`config.mk`:
```
export PLATFORM = sky130hd
export DESIGN_NAME = adc_scan_sequencer
export DESIGN_NICKNAME = d
export VERILOG_FILES = /design/src/rtl/adc_scan_sequencer.sv
export SDC_FILE = /design/constraint.sdc
export NUM_CORES = 1
export LEC_CHECK = 0
export ABC_AREA = 1
export CELL_PAD_IN_SITES_DETAIL_PLACEMENT = 1
export CELL_PAD_IN_SITES_GLOBAL_PLACEMENT = 2
export CORE_UTILIZATION = 35
export CTS_BUF_LIST = sky130_fd_sc_hd__clkbuf_16
export CTS_CLUSTER_DIAMETER = 60
export DETAILED_ROUTE_END_ITERATION = 7
export GPL_TIMING_DRIVEN = 1
export PLACE_DENSITY_LB_ADDON = 0.1
export SYNTH_ARGS = -nofsm -noshare
export SYNTH_HDL_FRONTEND = slang
export SYNTH_SLANG_ARGS = --single-unit
```
`constraint.sdc`:
```
create_clock -name CLK -period 4.68 [get_ports CLK]
set_input_delay 0.702 -clock CLK [delete_from_list [all_inputs] [get_ports CLK]]
set_output_delay 0.702 -clock CLK [all_outputs]
set_load 0.005 [all_outputs]
```
`src/rtl/adc_scan_sequencer.sv`:
```
// rtl/adc_scan_sequencer.sv - dual SPI ADC channel-scan sequencer with DSP-bus result window
//
// Purpose: on a rising SOC edge, runs NUM_CH+1 SPI frames to both ADCs in lock-step.
// The results of every channel are kept in two banks, RES1 and RES2, which the DSP
// external bus can read.
//
// Ports:
//   CLK, RESET        system clock, synchronous active-high reset
//   SOC               start-of-conversion request (asynchronous, rising edge)
//   BUSY, EOC         scan running / one-cycle scan-complete pulse
//   SCLK, CS1n, CS2n  SPI clock (idles high) and per-ADC chip selects
//   MOSI              shared command line, MSB first
//   MISO1, MISO2      per-ADC data returns
//   Addr, CSn, OEn    DSP bus read request
//   RD_DATA, RD_HIT   registered read data and window-hit flag
module adc_scan_sequencer #(
    parameter int          CLK_DIV   = 10,
    parameter int          NUM_CH    = 8,
    parameter logic [13:0] BASE_ADDR = 14'h0100,
    parameter logic [10:0] CTRL_LSB  = 11'h310
) (
    input  logic        CLK,
    input  logic        RESET,
    input  logic        SOC,
    output logic        BUSY,
    output logic        EOC,
    output logic        SCLK,
    output logic        CS1n,
    output logic        CS2n,
    output logic        MOSI,
    input  logic        MISO1,
    input  logic        MISO2,
    input  logic [13:0] Addr,
    input  logic        CSn,
    input  logic        OEn,
    output logic [15:0] RD_DATA,
    output logic        RD_HIT
);

    localparam int DIV_W = $clog2(2 * CLK_DIV);

    typedef enum logic [2:0] {
        S_IDLE,
        S_SETUP,
        S_SHIFT,
        S_HOLD,
        S_QUIET,
        S_DONE
    } state_t;

    state_t             state_q, state_d;
    logic [DIV_W-1:0]   div_cnt_q, div_cnt_d;
    logic [4:0]         half_q, half_d;
    logic [3:0]         frame_q, frame_d;
    logic [15:0]        shift1_q, shift1_d;
    logic [15:0]        shift2_q, shift2_d;
    logic [15:0]        res1_q [0:7];
    logic [15:0]        res1_d [0:7];
    logic [15:0]        res2_q [0:7];
    logic [15:0]        res2_d [0:7];
    logic [7:0]         scan_cnt_q, scan_cnt_d;
    logic               overrun_q, overrun_d;
    logic               soc_meta_q, soc_meta_d;
    logic               soc_sync_q, soc_sync_d;
    logic               soc_prev_q, soc_prev_d;
    logic [15:0]        rd_data_q, rd_data_d;
    logic               rd_hit_q, rd_hit_d;
    logic               rd_status_q, rd_status_d;

    logic               soc_edge;
    logic               busy;
    logic               div_last;
    logic               sclk_rise;
    logic [2:0]         cmd_ch;
    logic [15:0]        cmd_word;
    logic [3:0]         cmd_bit;
    logic [13:0]        rd_off;

    assign soc_edge = soc_sync_q & ~soc_prev_q;
    assign busy     = (state_q != S_IDLE);

    // QUIET is the only phase that lasts two half-periods; every other phase
    // boundary (including each SCLK half-period in SHIFT) is CLK_DIV cycles.
    always_comb begin
        if (state_q == S_QUIET) begin
            div_last = (div_cnt_q == DIV_W'(2 * CLK_DIV - 1));
        end else begin
            div_last = (div_cnt_q == DIV_W'(CLK_DIV - 1));
        end
    end

    // SCLK is low during even half-periods of SHIFT, so it rises on the first
    // cycle of each odd half-period; that is when the ADC data bit is captured.
    assign sclk_rise = (state_q == S_SHIFT) && half_q[0] && (div_cnt_q == '0);

    // The final frame re-addresses channel 0 only to clock out the last result.
    assign cmd_ch   = (frame_q < 4'(NUM_CH)) ? frame_q[2:0] : 3'd0;
    assign cmd_word = {1'b1, 1'b0, cmd_ch, CTRL_LSB};
    assign cmd_bit  = 4'd15 - half_q[4:1];

    // State register
    always_ff @(posedge CLK) begin
        if (RESET) begin
            state_q <= S_IDLE;
        end else begin
            state_q <= state_d;
        end
    end

    // Next-state logic
    always_comb begin
        state_d = state_q;
        case (state_q)
            S_IDLE:  if (soc_edge) state_d = S_SETUP;
            S_SETUP: if (div_last) state_d = S_SHIFT;
            S_SHIFT: if (div_last && (half_q == 5'd31)) state_d = S_HOLD;
            S_HOLD:  if (div_last) state_d = S_QUIET;
            S_QUIET: if (div_last) state_d = (frame_q == 4'(NUM_CH)) ? S_DONE : S_SETUP;
            S_DONE:  state_d = S_IDLE;
            default: state_d = S_IDLE;
        endcase
    end

    // Output logic
    always_comb begin
        BUSY = busy;
        EOC  = (state_q == S_DONE);
        CS1n = 1'b1;
        SCLK = 1'b1;
        MOSI = 1'b0;
        case (state_q)
            S_SETUP: begin
                CS1n = 1'b0;
                MOSI = cmd_word[15];
            end
            S_SHIFT: begin
                CS1n = 1'b0;
                SCLK = half_q[0];
                MOSI = cmd_word[cmd_bit];
            end
            S_HOLD:  CS1n = 1'b0;
            default: ;
        endcase
        CS2n = CS1n;
    end

    // Datapath next-state
    always_comb begin
        soc_meta_d = SOC;
        soc_sync_d = soc_meta_q;
        soc_prev_d = soc_sync_q;

        div_cnt_d  = div_cnt_q + DIV_W'(1);
        if ((state_q == S_IDLE) || (state_q == S_DONE) || div_last) begin
            div_cnt_d = '0;
        end

        half_d = half_q;
        if (state_q != S_SHIFT) begin
            half_d = 5'd0;
        end else if (div_last) begin
            half_d = half_q + 5'd1;
        end

        frame_d = frame_q;
        if (state_q == S_IDLE) begin
            frame_d = 4'd0;
        end else if ((state_q == S_QUIET) && div_last) begin
            frame_d = frame_q + 4'd1;
        end

        shift1_d = shift1_q;
        shift2_d = shift2_q;
        if (sclk_rise) begin
            shift1_d = {shift1_q[14:0], MISO1};
            shift2_d = {shift2_q[14:0], MISO2};
        end

        // Frame k carries the result addressed in frame k-1, so frame 0 is dropped.
        res1_d = res1_q;
        res2_d = res2_q;
        if ((state_q == S_SHIFT) && (state_d == S_HOLD) && (frame_q != 4'd0)) begin
            res1_d[3'(frame_q - 4'd1)] = shift1_q;
            res2_d[3'(frame_q - 4'd1)] = shift2_q;
        end

        scan_cnt_d = scan_cnt_q;
        if (state_q == S_DONE) begin
            scan_cnt_d = scan_cnt_q + 8'd1;
        end

        // A new overrun edge takes priority over the clear from a status read.
        overrun_d = overrun_q;
        if (rd_status_q) begin
            overrun_d = 1'b0;
        end
        if (soc_edge && busy) begin
            overrun_d = 1'b1;
        end
    end

    // Bus read decode; offsets wrap in 14 bits so addresses below BASE_ADDR miss.
    assign rd_off = Addr - BASE_ADDR;

    always_comb begin
        rd_hit_d    = 1'b0;
        rd_data_d   = 16'h0000;
        rd_status_d = 1'b0;
        if (!CSn && !OEn) begin
            if (rd_off < 14'(NUM_CH)) begin
                rd_hit_d  = 1'b1;
                rd_data_d = res1_q[rd_off[2:0]];
            end else if ((rd_off >= 14'd8) && (rd_off < 14'(8 + NUM_CH))) begin
                rd_hit_d  = 1'b1;
                rd_data_d = res2_q[rd_off[2:0]];
            end else if (rd_off == 14'd16) begin
                rd_hit_d    = 1'b1;
                rd_status_d = 1'b1;
                rd_data_d   = {scan_cnt_q, 6'b000000, overrun_q, busy};
            end
        end
    end

    assign RD_DATA = rd_data_q;
    assign RD_HIT  = rd_hit_q;

    always_ff @(posedge CLK) begin
        if (RESET) begin
            div_cnt_q   <= '0;
            half_q      <= 5'd0;
            frame_q     <= 4'd0;
            shift1_q    <= 16'h0000;
            shift2_q    <= 16'h0000;
            for (int i = 0; i < 8; i++) begin
                res1_q[i] <= 16'h0000;
                res2_q[i] <= 16'h0000;
            end
            scan_cnt_q  <= 8'd0;
            overrun_q   <= 1'b0;
            soc_meta_q  <= 1'b0;
            soc_sync_q  <= 1'b0;
            soc_prev_q  <= 1'b0;
            rd_data_q   <= 16'h0000;
            rd_hit_q    <= 1'b0;
            rd_status_q <= 1'b0;
        end else begin
            div_cnt_q   <= div_cnt_d;
            half_q      <= half_d;
            frame_q     <= frame_d;
            shift1_q    <= shift1_d;
            shift2_q    <= shift2_d;
            res1_q      <= res1_d;
            res2_q      <= res2_d;
            scan_cnt_q  <= scan_cnt_d;
            overrun_q   <= overrun_d;
            soc_meta_q  <= soc_meta_d;
            soc_sync_q  <= soc_sync_d;
            soc_prev_q  <= soc_prev_d;
            rd_data_q   <= rd_data_d;
            rd_hit_q    <= rd_hit_d;
            rd_status_q <= rd_status_d;
        end
    end

endmodule

```
Yosys cells after proc, flatten, opt, wreduce, memory -nomap -nowiden
Cells that the tools add are included.
- add/sub/neg operators: 7
- $lt $le $gt $ge: 8
- equal/unequal tests: 12
- muxes and demuxes: 32
- bitwise logic cells: 5
- reductions and logical operators: 25
- operators with widths (cell ; count):
    bitwise mux 128 bit ; 2
    two-way mux 16 bit ; 8
    binary-select mux 16 bit (select 3 bit) ; 2
    demux 16 bit (select 3 bit) ; 1
    two-way mux 3 bit ; 7
    case mux 3 bit (5 select lines) ; 1
    == test 14 x 5 -> 1 bit, second input constant ; 1
    >= comparator 14 x 4 -> 1 bit, second input constant ; 1
    < comparator 14 x 4 -> 1 bit, second input constant ; 1
    < comparator 14 x 5 -> 1 bit, second input constant ; 1
    subtractor 14 x 9 -> 14 bit, second input constant ; 1
    adder 5 x 1 -> 5 bit, second input constant ; 2
    == test 5 bit, second input constant ; 2
    logical AND 1 bit ; 10
    == test 3 x 2 -> 1 bit, second input constant ; 3
    two-way mux 1 bit ; 9
    adder 8 x 1 -> 8 bit, second input constant ; 1
    >= comparator 4 bit, second input constant ; 2
    NOT 3 -> 4 bit ; 2
    OR reduction 2 bit ; 4
    == test 3 bit, second input constant ; 2
    == test 5 x 4 -> 1 bit, second input constant ; 1
    logical NOT 5 bit ; 1
    < comparator 4 x 5 -> 1 bit, second input constant ; 1
    other kinds (20) ; 23
- register bits: 335
- input port bits: 21
- output and inout bits: 23
- word-level logic and storage cells: 119

Longest topological paths before layout
Gate-level depths: netlist of the first run.
- depth after elaboration: 8
- gate-level depth with buffers: 13

Worst setup path after synthesis of the first run
OpenSTA, ideal clock, no wires.
- path kind: input to register
- start: input port Addr[8]
- end: register rd_data_q[1], in the netlist RD_DATA[1]
- data arrival time: 2.178 ns
- slack: 2.444 ns
- stages: 12
- path buffers: 0
- path through: inv_1 > ha_1 > nand3_1 > nand2_1 > nand2_1 > nor2_1 > nand2_2 > nor2_2 > nand2_1 > nand2_1 > o21ai_0 > inv_1
- longest elaborated chain between the ends: 5
- ends and longest elaborated chain (element ; line ; text):
    start, declared ; 33 ; input logic [13:0] Addr,
    subtractor 14 x 9 -> 14 bit * ; 203 ; assign rd_off = Addr - BASE_ADDR;
    >= comparator 14 x 4 -> 1 bit (tied with other cells) ; 213 ; end else if ((rd_off >= 14'd8) && (rd_off < 14'(8 + NUM_CH))) begin
    logical AND 1 bit / two-way mux 16 bit (equally long branches) ; 213, 216 ;
    two-way mux 16 bit ; 213 ;
    two-way mux 16 bit * ; 210 ; if (rd_off < 14'(NUM_CH)) begin
    end signal, assigned ; 259 ; rd_data_q <= rd_data_d;
    end, declared ; 66 ; logic [15:0] rd_data_q, rd_data_d;
Every way passes the cells marked *; elsewhere a longest branch is shown, timed or not.
A chain may end at the register's enable or synchronous reset.

Worst setup path after layout of the first run
- start: register frame_q[0]
- end: register res2_q[31] (netlist bit)
- longest elaborated chain between the ends: 7
- ends and longest elaborated chain (element ; line ; text):
    start, declared ; 54 ; logic [3:0] frame_q, frame_d;
    start signal, assigned ; 249 ; frame_q <= frame_d;
    subtractor 3 x 1 -> 3 bit / == test 4 bit (equally long branches) ; 184, 118 ;
    NOT 3 -> 4 bit (implied by the code) / two-way mux 3 bit (equally long branches) ; 184, 118 ;
    >= comparator 4 bit (implied by the code) (tied with other cells) ; 184 ; res2_d[3'(frame_q - 4'd1)] = shift2_q;
    logical AND 1 bit (implied by the code) / case mux 3 bit (5 select lines) (equally long branches) ; 184, 113 ;
    two-way mux 16 bit (implied by the code) / == test 3 x 2 -> 1 bit (equally long branches) ; 184, 182 ;
    demux 16 bit (select 3 bit) / logical AND 1 bit (equally long branches) ; 184, 182 ;
    bitwise mux 128 bit / logical AND 1 bit (equally long branches) ; 184, 182 ;
    end signal, assigned ; 253 ; res2_q <= res2_d;
    end, declared ; 59 ; logic [15:0] res2_q [0:7];
Parallel ways exist; a longest one is shown, timed or not.

==> metrics.yaml, run 1 <==
drt_iter0_markers: 1321
clkLatencyLatePin_ns: 0.56
timing.max_cap.violations: 0
pwr_density_cell_nw_per_um2: 365
drive_gt1_share_pct: 6.16
synth-seq-cells: 335
path_class: "register to register"
grtUsageTotal_pct: 27.7
die_w_um: 211
viasPerCell: 5.85
wl_per_cell_um: 23.3
start_kind: "register"
port_buffers: 43
syn-instance-count: 2126
die_h_um: 211
area_growth_pct: 13.5
cts_hold_buffers: 0
worstReg2RegStart: "frame_q[0]$_SDFFE_PP0P_"
cts-buffers-inserted: 42
htreeDepth: 2
arrival_ns: 3.72
synth_top_area_share_pct: 44.0
drc: 0
p_leak_uw: 0.00577
post-route-period-util_pct: 69.3
crit_path_end_kind: "register"
dp_cells: 2572
grt_max_degree: 139
totalPowerFinal_uw: 6300
post_cts_resize_count: 0
dp_hpwl_mm: 32.4
ys_async_sr_fraction_pct: 0
tightest_slew_ns: 1.11
cp_data_required_time_ns: 5.16
drv_slew: 0
ys.flop_type: "dfxtp_1"
timing.final.hold_violations: 0
peakVddDrop_v: 0.000205
startpoint: "frame_q[0]$_SDFFE_PP0P_"
post-place-ws_ns: 1.15
status: "finished clean"
antenna_found_initial: 0
hold_class: "register to register"
ant_nets: 0
pin_count: 44
fin_cells: 2647
finalClockSkew_ns: 0.0167
yosysUniqueCellTypes: 37
synth_edf_count: 0
multi_input_area_sq_um: 7480
yosysTopAreaCell: "dfxtp_1"
tns_ns: 0
num_antenna_cells: 0
synthTopCellsByArea: "dfxtp_1 44%, nand4_1 11%, nand2_1 10%"
cts.clk_slew.worst_paths_ns: 0.06
period_needed_ns: 3.24
ys_warn_count: 0
vias: 15500
grt_pass1_vias: 15400
setup_ws_ns: 1.44
grt_pass1_wl_mm: 94.6
first_pass_iters: 5
cts_root_buf: "clkbuf_16"
syn_area_sq_um: 15200
setup_viol: 0
yosys-top-cells-count: "417 x nand2_1, 335 x dfxtp_1, 278 x a21oi_1"
clock_path_buffers: 3
nNetsFinal: 2061
yosysSeqAreaShare_pct: 44.0
ff_latch_area_sq_um: 6710
rows: 76
critPathMaxFanout: 21
rsz0062_at_grt: "false"
synth_fp_nets: 2156
dieArea_sq_um: 44400
initial_core_util_pct: 35.4
final_cell_area_sq_um: 17300
max_freq_mhz: 308
core-area_sq_um: 43000
slew_headroom_pct: 25.9
synth.most_common_cell: "nand2_1"
overflow: 0
post_dp_cell_area_sq_um: 16000
cts_tree: "yes"
gp_congestion: 0.761
post_cts_buffers: 0
routed_wl_mm: 61.7
holdCritStartpoint: "soc_meta_q$_SDFF_PP0_"
syn_avg_cell_area_sq_um: 7.17
fillCellCount: 5362
clock_sink_count: 335
[layer usage]
layer  global-route usage (%)  part of all wire, %  vias up  routed length (um)
li1                         -                    -     7210                   -
met1                     38.0                   47     7853               28900
met2                     45.8                   47      331               29100
met3                     3.73                  4.2       93                2620
met4                     6.65                  1.9        0                1160
met5                        0                    0        -                   0
[area by class of cell]
cell class / instances / share of cell area (%)
flip-flops and latches: 335 / 38.8
repair buffers: 91 / 5.03
clock inverters: 32 / 1.23
inverters: 57 / 1.25
clock buffers: 43 / 6.22
well taps: 585 / 4.23
multi-input cells: 1504 / 43.2
[logic make-up (layout without fill, tap and decap cells)]
kind of cell               Yosys count  in the layout  share of synthesized area (%)
AOI/OAI and AO/OA                  496            496                           17.7
and+or+nand+nor                    994            994                           29.8
DFF                                335            335                           44.0
xor gates and xnor gates             5              5                          0.288
adders and majority gates            9              9                          0.739
buffers and inverters              287            223                           7.47
[worst paths after layout]
path / to / slack, ns / depth (start not counted)
min: soc_prev_d$_SDFF_PP0_ / 0.41 / 2
min reg2reg: soc_prev_d$_SDFF_PP0_ / 0.41 / 2
max: res2_q[31]$_SDFFE_PP0P_ / 1.44 / 9
max reg2reg: res2_q[31]$_SDFFE_PP0P_ / 1.44 / 9
[flip-flops by register name, indices dropped and copies added (netlist names), 3 cells and up]
name / flops
res1_q: 128
shift2_q: 16
div_cnt_q: 5
state_q: 3
scan_cnt_q: 8
frame_q: 4
shift1_q: 16
res2_q: 128
RD_DATA: 16
half_q: 5
[cells in the final DEF (no fill, tap or decap), types with 2 or more instances in the layout]
master / n
nor2_4: 8
dfxtp_1: 335
o221ai_1: 22
clkinv_1: 12
o21ai_1: 6
bufinv_16: 3
inv_2: 5
o22ai_1: 22
buf_4: 42
nand2_1: 417
nand4_1: 273
nor2_1: 222
ha_1: 9
xnor2_1: 2
a211oi_1: 2
clkinv_2: 4
xor2_1: 3
nand3_1: 46
buf_2: 2
nor2_2: 2
nor3_1: 14
inv_1: 62
o2111ai_1: 13
o41ai_1: 7
nand3_2: 2
clkbuf_16: 43
nor3b_1: 4
a21oi_1: 278
a31oi_1: 3
o21ai_0: 138
buf_12: 7
clkdlybuf4s50_1: 39
[worst max-delay path, cell delays in order, from the launching register on]
cell     delay [ns]
dfxtp_1        0.64
inv_1          0.36
ha_1           0.37
xnor2_1        0.18
inv_1          0.11
nand2_1        0.14
nor2_4         0.50
buf_4          0.51
nand4_1        0.18
a21oi_1        0.15
[through the flow]
step                hold WS (ns)  utilization, %
global route               0.448            40.2
finish                     0.411            40.2
global placement           0.397            37.2
CTS                        0.417            40.2
floorplan                  0.388               -
detailed placement         0.407            37.2
[report_power, final]
group / total (uW) / switching (uW) / internal, uW
combinational: 315 / 230 / 84.7
sequential: 2860 / 1.37 / 2850
clock: 3130 / 1320 / 1820
Power figures use the tool's default switching activity.
==> inputs of run 2 (changes only) <==
clock period = 3.3 ns   (was 4.68 ns; I/O delays follow)
==> metrics.yaml, run 2 (synthesis results as in run 1) <==
p_leak_uw: 0.00582  # +1.0%
worstRegToRegCells: 10  # +1
cts_tree: "yes"
cp_data_required_time_ns: 2.80  # -2.36 ns
p_sw_uw: 2230  # +44%
final_cell_mix: "417 x nand2_1, 335 x dfxtp_1, 278 x a21oi_1"
max_freq_mhz: 359
overflow: 0  # unchanged
min_to: "soc_prev_q$_SDFF_PP0_"
status: "finished clean"
tightest_slew_ns: 1.12  # +0.00524 ns
cpMaxStageDelayCell: "dfxtp_1"
timing.final.hold_violations: 0  # unchanged
grt_max_degree: 170  # +22%
peakVddDrop_v: 0.000321  # +57%
dp_hpwl_mm: 31.5  # -2.7%
cp.depth: 7  # -2
fin_cells: 2654  # +0.26%
seq_power_share_pct: 44.1  # -1.2 points
cts_root_buf: "clkbuf_16"
dp_cells: 2577  # +0.19%
hold_class: "primary input to register"
whs_path_depth: 2  # unchanged
initial_core_util_pct: 35.4  # unchanged
busiest_layer: "met2"
holdCritStartpoint: "RESET"
first_pass_iters: 5  # unchanged
grt_pass1_vias: 15300  # -0.74%
fin_hold_ws_ns: 0.365  # -0.0461 ns
drv_slew: 0  # unchanged
arrival_ns: 2.29  # -1.43 ns
path_class: "register to primary output"
use_met2_pct: 45.9  # +0.091 points
timing.max_cap.violations: 0  # unchanged
rows: 76  # unchanged
tns_ns: 0  # unchanged
grt_pass1_wl_mm: 94.1  # -0.57%
use_met1_pct: 37.3  # -0.71 points
nNetsFinal: 2067  # +0.29%
met3_usage_pct: 3.45  # -0.28 points
clkLatencyLatePin_ns: 0.57  # about the same
intPower_uw: 6950  # +46%
cts-buffers-inserted: 43  # +2.4%
routed_wl_mm: 61.1  # -1.0%
dieArea_sq_um: 44400  # unchanged
critPathMaxFanout: 7  # -67%
gp_congestion: 0.776  # +1.9%
ant_nets: 0  # unchanged
core-area_sq_um: 43000  # unchanged
cts_hold_buffers: 0  # unchanged
period_needed_ns: 2.79
post_cts_resize_count: 0  # unchanged
pwr_density_cell_nw_per_um2: 524  # +44%
reg_top3: "res1_q x128, res2_q x128"
startpoint: "frame_q[0]$_SDFFE_PP0P_"
cts.clk_slew.worst_paths_ns: 0.05  # about the same
final_common_cell: "nand2_1"
clock_path_buffers: 3  # unchanged
crit_chain: "nand4_1, nand3_1, nand2_1, o41ai_1, nand2_1, nand2_1, clkdlybuf4s50_1"
viasPerCell: 5.79  # -0.97%
antenna_found_initial: 1  # +1
rsz0062_at_grt: "false"
wl_per_cell_um: 23.0  # -1.3%
cp_common_cell: "nand2_1"
start_kind: "register"
drc: 0  # unchanged
port_buffers: 43  # unchanged
htreeDepth: 2  # unchanged
grtUsageTotal_pct: 27.6  # -0.047 points
slew_headroom_pct: 25.6  # -0.35 points
vias: 15400  # -0.70%
die_h_um: 211  # unchanged
worstReg2RegStart: "frame_q[0]$_SDFFE_PP0P_"
clock_sink_count: 335  # unchanged
drt_iter0_markers: 1056  # -20%
drive_gt1_share_pct: 6.87  # +0.71 points
setup_viol: 0  # unchanged
cp_num_buf_inv: 1  # -2
max_stage_delay_ns: 0.64  # about the same
crit_family: "flip-flops"
worstReg2RegEnd: "res1_q[17]$_SDFFE_PP0P_"
combPwrFrac_pct: 5.0  # about the same
rrSetupSlack_ns: 0.64  # -0.80 ns
finalClockSkew_ns: 0.0133  # -0.00339 ns
post_cts_buffers: 0  # unchanged
crit_path_end_kind: "primary output"
die_w_um: 211  # unchanged
pin_count: 44  # unchanged
post-route-period-util_pct: 84.4
area_growth_pct: 14.8
p_sw_share_pct: 24.3  # -0.26 points
power_frac_clock_pct: 50.8  # +1.1 points
[run 2: how the worst max path moves through the flow]
stage | to | slack [ns]
global route | MOSI | 0.31
finish | MOSI | 0.51
detailed placement | RD_DATA[7]$_SDFF_PP0_ | 0.53
floorplan | RD_DATA[1]$_SDFF_PP0_ | 1.27
global placement | RD_DATA[5]$_SDFF_PP0_ | 0.62
CTS | MOSI | 0.45
[run 2: metal layers]
layer	vias to the layer above	wire, um
met5	-	0
met4	0	1410
met3	79	2960
met2	334	28700
met1	7714	28000
li1	7251	-
[run 2: final cells by class]
| class | count | area (sq um) |
|---|---|---|
| inverter | 57 | 216 |
| sequential | 335 | 6710 |
| clock buffer | 45 | 1130 |
| timing repair buffer | 96 | 982 |
| fill | 5307 | 25500 |
| clock inverter | 31 | 255 |
| tap | 585 | 732 |
| multi-input combinational | 1504 | 7480 |
| antenna | 1 | 2.50 |
[run 2: power groups by stage]
stage                     Sequential (uW)  Combinational [uW]  Clock (uW)
final                                4050                 463        4660
after global routing                 4050                 503        4940
after CTS                            4050                 464        4770
after detailed placement             4140                 462           0
after global placement               4140                 464           0
after floorplan                      4140                 262           0
[run 2: through the flow]
step / setup WS, ns / power (uW) / util [%] / cell area, sq um
2_1_floorplan: 1.27 / 4400 / - / 15200
3_3_place_gp: 0.621 / 4600 / 37.5 / 16100
3_5_place_dp: 0.532 / 4600 / 37.5 / 16100
4_1_cts: 0.448 / 9290 / 40.7 / 17500
5_1_grt: 0.312 / 9490 / 40.7 / 17500
6_report: 0.515 / 9180 / 40.7 / 17500
[run 2: worst register-to-register path, stage by stage (launching register included)]
cell	delay, ns
dfxtp_1	0.64
inv_1	0.12
ha_1	0.28
xnor2_1	0.24
inv_1	0.10
nand2_1	0.18
nor2_4	0.05
nand4_1	0.08
buf_4	0.56
nand2_1	0.14
a21oi_1	0.18
